### src/rtl/adder_pkg.sv
// Shared types and sizing helpers for the chunked sequential adder.
package adder_pkg;

    typedef enum logic [1:0] {
        IDLE = 2'd0,
        RUN  = 2'd1,
        DONE = 2'd2
    } state_e;

    function automatic int nchunk_f(input int width, input int chunk);
        return width / chunk;
    endfunction

    // A single-chunk configuration still needs a 1-bit counter to stay legal.
    function automatic int cnt_w_f(input int nchunk);
        return (nchunk > 1) ? $clog2(nchunk) : 1;
    endfunction

endpackage

### src/rtl/chunk_adder.sv
// Combinational CHUNK-bit adder slice with carry-out and carry into its top bit.
module chunk_adder #(
    parameter int CHUNK = 4
) (
    input  logic [CHUNK-1:0] a,
    input  logic [CHUNK-1:0] b,
    input  logic             ci,
    output logic [CHUNK-1:0] s,
    output logic             co,
    output logic             c_msb_in
);

    logic [CHUNK:0] full_s;

    // One extra bit captures the carry-out; the top-bit carry-in is recovered from the sum.
    always_comb begin
        full_s   = {1'b0, a} + {1'b0, b} + {{CHUNK{1'b0}}, ci};
        s        = full_s[CHUNK-1:0];
        co       = full_s[CHUNK];
        c_msb_in = a[CHUNK-1] ^ b[CHUNK-1] ^ full_s[CHUNK-1];
    end

endmodule

### src/rtl/seq_chunk_adder.sv
// Multi-cycle WIDTH-bit adder/subtractor processing CHUNK bits per clock.
module seq_chunk_adder
    import adder_pkg::*;
#(
    parameter int WIDTH = 16,
    parameter int CHUNK = 4
) (
    input  logic             clk,
    input  logic             rst,
    input  logic             start,
    input  logic             sub,
    input  logic [WIDTH-1:0] a,
    input  logic [WIDTH-1:0] b,
    input  logic             cin,
    output logic             busy,
    output logic             done,
    output logic [WIDTH-1:0] sum,
    output logic             carry,
    output logic             overflow
);

    localparam int NCHUNK = nchunk_f(WIDTH, CHUNK);
    localparam int CNT_W  = cnt_w_f(NCHUNK);

    state_e             state_q, state_d;
    logic [WIDTH-1:0]   op_a_q, op_a_d;
    logic [WIDTH-1:0]   op_b_q, op_b_d;
    logic               cy_q, cy_d;
    logic [CNT_W-1:0]   cnt_q, cnt_d;
    logic [WIDTH-1:0]   sum_q, sum_d;
    logic               carry_q, carry_d;
    logic               ovf_q, ovf_d;
    logic               busy_q, busy_d;
    logic               done_q, done_d;

    int unsigned        base_s;
    logic [CHUNK-1:0]   a_chunk_s;
    logic [CHUNK-1:0]   b_chunk_s;
    logic [CHUNK-1:0]   s_chunk_s;
    logic               co_s;
    logic               c_msb_s;
    logic               last_s;

    // Select the operand chunk addressed by the counter.
    always_comb begin
        base_s    = 32'(cnt_q) * 32'(CHUNK);
        a_chunk_s = op_a_q[base_s +: CHUNK];
        b_chunk_s = op_b_q[base_s +: CHUNK];
        last_s    = (cnt_q == CNT_W'(NCHUNK - 1));
    end

    chunk_adder #(
        .CHUNK(CHUNK)
    ) u_chunk (
        .a        (a_chunk_s),
        .b        (b_chunk_s),
        .ci       (cy_q),
        .s        (s_chunk_s),
        .co       (co_s),
        .c_msb_in (c_msb_s)
    );

    // Next-state logic for the FSM, operand latches, counter and results.
    always_comb begin
        state_d = state_q;
        op_a_d  = op_a_q;
        op_b_d  = op_b_q;
        cy_d    = cy_q;
        cnt_d   = cnt_q;
        sum_d   = sum_q;
        carry_d = carry_q;
        ovf_d   = ovf_q;
        busy_d  = busy_q;
        done_d  = done_q;
        case (state_q)
            IDLE: begin
                done_d = 1'b0;
                if (start) begin
                    // Subtraction is a + ~b + 1, so cin is replaced by the forced 1.
                    op_a_d  = a;
                    op_b_d  = sub ? ~b : b;
                    cy_d    = sub ? 1'b1 : cin;
                    cnt_d   = {CNT_W{1'b0}};
                    busy_d  = 1'b1;
                    state_d = RUN;
                end else begin
                    busy_d  = 1'b0;
                    state_d = IDLE;
                end
            end
            RUN: begin
                sum_d[base_s +: CHUNK] = s_chunk_s;
                cy_d  = co_s;
                cnt_d = cnt_q + CNT_W'(1);
                if (last_s) begin
                    carry_d = co_s;
                    ovf_d   = co_s ^ c_msb_s;
                    busy_d  = 1'b0;
                    done_d  = 1'b1;
                    state_d = DONE;
                end else begin
                    state_d = RUN;
                end
            end
            DONE: begin
                done_d  = 1'b0;
                busy_d  = 1'b0;
                state_d = IDLE;
            end
            default: begin
                busy_d  = 1'b0;
                done_d  = 1'b0;
                state_d = IDLE;
            end
        endcase
    end

    // State and datapath registers with synchronous reset.
    always_ff @(posedge clk) begin
        if (rst) begin
            state_q <= IDLE;
            op_a_q  <= {WIDTH{1'b0}};
            op_b_q  <= {WIDTH{1'b0}};
            cy_q    <= 1'b0;
            cnt_q   <= {CNT_W{1'b0}};
            sum_q   <= {WIDTH{1'b0}};
            carry_q <= 1'b0;
            ovf_q   <= 1'b0;
            busy_q  <= 1'b0;
            done_q  <= 1'b0;
        end else begin
            state_q <= state_d;
            op_a_q  <= op_a_d;
            op_b_q  <= op_b_d;
            cy_q    <= cy_d;
            cnt_q   <= cnt_d;
            sum_q   <= sum_d;
            carry_q <= carry_d;
            ovf_q   <= ovf_d;
            busy_q  <= busy_d;
            done_q  <= done_d;
        end
    end

    assign busy     = busy_q;
    assign done     = done_q;
    assign sum      = sum_q;
    assign carry    = carry_q;
    assign overflow = ovf_q;

endmodule

### config.mk
export PLATFORM = sky130hd
export DESIGN_NAME = seq_chunk_adder
export DESIGN_NICKNAME = d
export VERILOG_FILES = /design/src/rtl/adder_pkg.sv /design/src/rtl/chunk_adder.sv /design/src/rtl/seq_chunk_adder.sv
export SDC_FILE = /design/constraint.sdc
export NUM_CORES = 1
export LEC_CHECK = 0
export ABC_AREA = 1
export BUFFER_PORTS_ARGS = -buffer_cell sky130_fd_sc_hd__buf_2
export CORE_MARGIN = 2
export CORE_UTILIZATION = 40
export CTS_BUF_LIST = sky130_fd_sc_hd__clkbuf_8
export DETAILED_ROUTE_END_ITERATION = 6
export GPL_ROUTABILITY_DRIVEN = 0
export PLACE_DENSITY = 0.6
export SYNTH_ARGS = -nofsm -noshare
export SYNTH_HDL_FRONTEND = slang
export SYNTH_SLANG_ARGS = --single-unit
### constraint.sdc
create_clock -name clk -period 6.34 [get_ports clk]
set_clock_uncertainty 0.2 [all_clocks]
set_input_delay 0.951 -clock clk [delete_from_list [all_inputs] [get_ports clk]]
set_output_delay 0.951 -clock clk [all_outputs]
set_load 0.05 [all_outputs]
==> results.txt, run 1 <==
Mean Syn Cell Area -> 7.95 sq um
Cells after Synth -> 330
Clk buf depth -> 2
Num ports -> 57
Seq/Total Area, Yosys -> 43.5%
Most frequent cells in the layout -> nor2_1 (74), dfxtp_1 (57), buf_2 (56)
Hold WC Path Type -> reg2reg
Port bufs -> 56
# resized after CTS -> 0
Via density -> 4.95
Die Wd -> 85.0 microns
Post-synth cell types -> 31
Final worst path period need -> 3.48 ns
Post-Syn Nets -> 378
Overall routed net length -> 5710 microns
Slew @ Worst Pin -> 0.942 ns
First-pass GRT wire length -> 9810 microns
Cell Area, Synth -> 2630 sq um
R2R Setup Slk -> 2.86 ns
Period utilisation layout -> 54.9%
Final setup fails -> 0
Finished Core Util -> 49.4%
Die area -> 7230 sq um
Setup TNS -> 0 ns
Commonest non-fill, non-tap cell in the layout -> nor2_1
Critical Path Sink -> overflow
Antenna Nets Post-Route -> 0
Clk root buf -> clkbuf_8
Wire per inst -> 12.4 microns
Crit-path max FO -> 26
Vias -> 2275
Flops & latches, synth -> 57
Synth-to-layout area growth -> 19.4%
Clk sinks -> 57
Max-cap violations -> 0
Synth area leaders -> dfxtp_1 (43%), nor2_1 (11%), o21ai_0 (6.3%)
P_leak -> 1.33 nW
Critical Path AT -> 3.52 ns
CTS clk-pin slew, worst paths -> 0.06 ns
Number of enable flip-flop cells after synthesis -> 0
DP Worst Slack -> 2.86 ns
Vias in the first global route -> 2157
DRT iter0 DRCs -> 81
Yosys warns -> 0
Final hold vios -> 0
RSZ-0062 raised after global routing -> false
Initial antenna violation count -> 0
R2r startpoint -> cnt_q[0]
Yosys top cell by area -> dfxtp_1
CTS tree -> built
Clock Latency Late Sink -> 0.34 ns
VDD IR-drop max -> 172 uV
Reg2Reg Depth -> 12
Hold WS -> 0.261 ns
Setup bufs post-CTS -> 0
Worst EP required -> 6.38 ns
H-tree lvl count -> 3
Num rows -> 29
Reg-to-reg endpoint -> overflow
Core Box Area -> 6350 sq um
Nets@finish -> 426
Max Slew Vio Count -> 0
CP Class -> reg2reg
Worst setup EP type -> flip-flop
Detail Placement HPWL -> 4000 microns
Drt drc -> 0
Layout cells sized above 1 -> 21.1%
Num CTS Buffers -> 9
Die H -> 85.0 microns
Power Density -> 297 nW/um^2
Top cell type's share of synthesized area -> 43.5%
Initial core utilization -> 41.3%
Number of inserted diodes -> 0
Global route overflow -> 0
Post-route worst setup slack -> 2.86 ns
Max Freq -> 0.287 GHz
Number of hold buffers added after CTS -> 0
Outcome -> completed
Global Route Usage Sum -> 17.0%
Worst setup path startpoint -> cnt_q[0]
Post-synth ARST share -> 0%
CP Launch Type -> flip-flop
Max transition margin -> 37.1%
Largest net degree at the start of global routing -> 51
Synth Flop Type -> dfxtp_1
DR pass1 iterations -> 4
-- layout make-up --
| cell class | count | area [sq um] |
|---|---|---|
| Timing Repair Buffer | 56 | 280 |
| Tap cell | 77 | 96.3 |
| Multi-Input combinational cell | 241 | 1340 |
| Sequential cell | 57 | 1140 |
| Clock inverter | 2 | 33.8 |
| Fill cell | 664 | 3220 |
| Clock buffer | 14 | 193 |
| Inverter | 13 | 48.8 |
-- power by group --
group / internal (mW) / switching, mW
Sequential: 0.381 / 0.0175
Clock: 0.234 / 0.137
Combinational: 0.0591 / 0.101
-- layer usage --
layer	vias up	routed length, microns	global-route usage, %	share of wire (%)
li1	1200	-	-	-
met1	1017	2730	21.3	48
met2	48	2640	27.5	46
met3	10	243	5.35	4.3
met4	0	96	6.49	1.7
met5	-	0	0	0
-- flip-flops by register name, summed over array words and instances, names as in the netlist --
name and flops:
busy 1, carry 1, cnt_q 2, cy_q 1
done 1, op_a_q 16, op_b_q 16, overflow 1
state_q 2, sum 16
-- worst min-delay path by stage --
stage                         start         to  slack [ns]  cells after the start
final                        sum[9]     sum[9]        0.26                      2
after detailed placement     sum[9]     sum[9]        0.25                      2
after global placement         busy       busy        0.25                      1
after floorplan           op_a_q[8]  op_a_q[8]        0.25                      2
after global routing         sum[3]     sum[3]        0.29                      2
after CTS                    sum[9]     sum[9]        0.26                      2
-- stage by stage --
stage / total power, mW / cells / instance area (sq um)
4_1_cts: 0.940 / 460 / 3130
3_5_place_dp: 0.567 / 444 / 2910
2_1_floorplan: 0.527 / 330 / 2630
6_report: 0.929 / 460 / 3130
5_1_grt: 0.982 / 460 / 3130
3_3_place_gp: 0.564 / 444 / 2910
-- cells by family after synthesis --
family | synth area share (%)
flops | 43.5
buf+inv | 5.43
compound gates | 18.4
simple gates | 21.2
xor+xnor | 5.67
fa+ha+maj | 5.82
-- critical path, cell delays in order, from the launching register on --
cell,delay [ns]
dfxtp_1,0.94
inv_2,0.35
o21ai_0,0.24
o22ai_1,0.12
fa_1,0.44
fa_1,0.43
nand2_1,0.09
nand2_1,0.04
a21oi_1,0.22
or2_2,0.16
nand3_1,0.06
nand2_1,0.06
inv_1,0.03
-- synth_stat cells (2+ instances only) --
library cell and count:
a211oi_1 16, a21oi_1 16, a22oi_1 4, buf_1 2
buf_2 9, buf_4 3, clkbuf_1 5, dfxtp_1 57
fa_1 2, ha_1 9, inv_1 9, inv_2 3
nand2_1 36, nand3_1 9, nand4_1 3, nor2_1 74
nor2_2 2, o21a_1 2, o21ai_0 33, o21ai_1 3
o22ai_1 8, xnor2_1 16
Note: power is estimated with default switching activity, not from simulation.
==> run 2: changes to the inputs <==
==> constraint.sdc (replaced) <==
create_clock -name clk -period 3.43 [get_ports clk]
set_clock_uncertainty 0.2 [all_clocks]
set_input_delay 0.5145 -clock clk [delete_from_list [all_inputs] [get_ports clk]]
set_output_delay 0.5145 -clock clk [all_outputs]
set_load 0.05 [all_outputs]
==> run 2 against run 1 <==
  * Design area up 0.12%
  * Utilization up 0.059 points
  * Sequential power up 83%
  * Critical path depth unchanged
  * Sequential share of layout area about the same
  * Critical endpoint unchanged
==> results.txt, run 2 (same netlist as run 1, synthesis figures left out) <==
Clock Latency Late Sink -> 0.33 ns
Max transition margin -> 63.3%
CTS clk-pin slew, worst paths -> 0.06 ns
Antenna Nets Post-Route -> 0
Clk sinks -> 57
Hold Path Depth -> 3
VDD IR-drop max -> 290 uV
P_leak -> 1.34 nW
R2R Setup Slk -> 0.48 ns
Seq pwr share -> 45.0%
Number of inserted diodes -> 0
Hold WC Path Type -> in2reg
Port bufs -> 56
First-pass GRT wire length -> 9720 microns
Clk buf depth -> 2
Vias in the first global route -> 2135
Detail Placement HPWL -> 4020 microns
Clock share of power -> 35.8%
Core Box Area -> 6350 sq um
Die Wd -> 85.0 microns
Critical Path, Cell by Cell -> clkinv_1 -> o21ai_0 -> o22ai_1 -> fa_1 -> fa_1 -> nand2_1 -> nand2_1 -> a21oi_1 -> or2_2 -> nand3_1 -> nand2_1 -> inv_1
Num rows -> 29
Most frequent cells in the layout -> nor2_1 (74), dfxtp_1 (57), buf_2 (56)
Worst setup EP type -> flip-flop
FF/Latch Area -> 1140 sq um
Vias -> 2280
H-tree lvl count -> 3
Initial antenna violation count -> 0
DR pass1 iterations -> 4
Die H -> 85.0 microns
Number of hold buffers added after CTS -> 0
Crit-path max FO -> 12
Wire per inst -> 12.0 microns
Num CTS Buffers -> 9
CP Launch Type -> flip-flop
Final setup fails -> 0
CP Class -> reg2reg
Global route overflow -> 0
CTS tree -> built
Worst hold endpoint -> op_a_q[1]
Multi-input gate area -> 1340 sq um
Worst EP required -> 3.46 ns
Global Route Usage Sum -> 16.8%
Overall routed net length -> 5580 microns
Final worst path period need -> 2.95 ns
DRT iter0 DRCs -> 79
Max Freq -> 0.339 GHz
Internal Power -> 1.15 mW
# resized after CTS -> 0
Post-route worst setup slack -> 0.483 ns
Slew @ Worst Pin -> 0.550 ns
Setup bufs post-CTS -> 0
Largest net degree at the start of global routing -> 37
Final hold vios -> 0
Die area -> 7230 sq um
PnR Total Power -> 1.62 mW
Via density -> 4.90
Cell count along the critical path -> 12
Slowest stage delay, CP -> 0.57 ns
Reg-to-reg endpoint -> overflow
Max Slew Vio Count -> 0
RSZ-0062 raised after global routing -> false
Num ports -> 57
Nets@finish -> 431
DP Worst Slack -> 0.499 ns
Reg2Reg Depth -> 12
Comb power frac -> 19.2%
Commonest non-fill, non-tap cell in the layout -> nor2_1
Critical Path AT -> 2.98 ns
Period utilisation layout -> 85.9%
Initial core utilization -> 41.3%
R2r startpoint -> cnt_q[1]
# fillers -> 644
Layout cells sized above 1 -> 22.2%
Setup TNS -> 0 ns
Cell family with most CP delay -> adder cells
Top cell by count, worst path -> nand2_1
Max-cap violations -> 0
P_sw -> 0.464 mW
Synth-to-layout area growth -> 19.5%
Switching part of the total power -> 28.7%
Drt drc -> 0
Min-delay src -> a[1]
WP buf/inv -> 2
Power Density -> 516 nW/um^2
Slowest cell on crit path -> dfxtp_1
Clk root buf -> clkbuf_8
Outcome -> completed
run 2: per-layer routing:
metal | track usage, % | routed length [microns] | up-vias
met3 | 6.81 | 302 | 6
met2 | 26.7 | 2620 | 50
met1 | 20.8 | 2590 | 1007
met5 | 0 | 0 | -
li1 | - | - | 1217
met4 | 5.34 | 63 | 0
run 2: how the worst max path moves through the flow:
stage / endpoint / start / slack (ns)
after global routing: sum[6] / cnt_q[1] / 0.21
after CTS: overflow / cnt_q[1] / 0.50
final: overflow / cnt_q[1] / 0.48
after floorplan: overflow / cnt_q[0] / 0.73
after detailed placement: overflow / cnt_q[1] / 0.50
after global placement: overflow / cnt_q[1] / 0.60
run 2: final cells by class:
cell class,instances,share of cell area [%]
multi-input cells,241,42.7
flip-flops and latches,57,36.4
repair buffers,61,10.1
clock buffers,13,5.70
well taps,77,3.07
inverters,13,1.56
clock inverters,3,0.439
run 2: tightest hold or removal path, cell delays in order:
cell and delay [ns]:
buf_2 0.07, o21ai_0 0.07, nor2_1 0.07
run 2: through the flow:
stage                     util, %  cell area [sq um]  std cells  hold WS (ns)
after CTS                    49.4               3140        465         0.220
after global routing         49.4               3140        465         0.231
after global placement       46.4               2950        449         0.251
after floorplan                 -               2630        330         0.249
after detailed placement     46.4               2950        449         0.253
final                        49.4               3140        465         0.234
run 2: power by group through the flow:
| stage | sequential [mW] | clock, mW | combinational [mW] |
|---|---|---|---|
| 6_report | 0.729 | 0.580 | 0.310 |
| 5_1_grt | 0.735 | 0.626 | 0.355 |
| 4_1_cts | 0.729 | 0.598 | 0.313 |
| 3_5_place_dp | 0.744 | 0 | 0.312 |
| 3_3_place_gp | 0.743 | 0 | 0.310 |
| 2_1_floorplan | 0.756 | 0 | 0.218 |
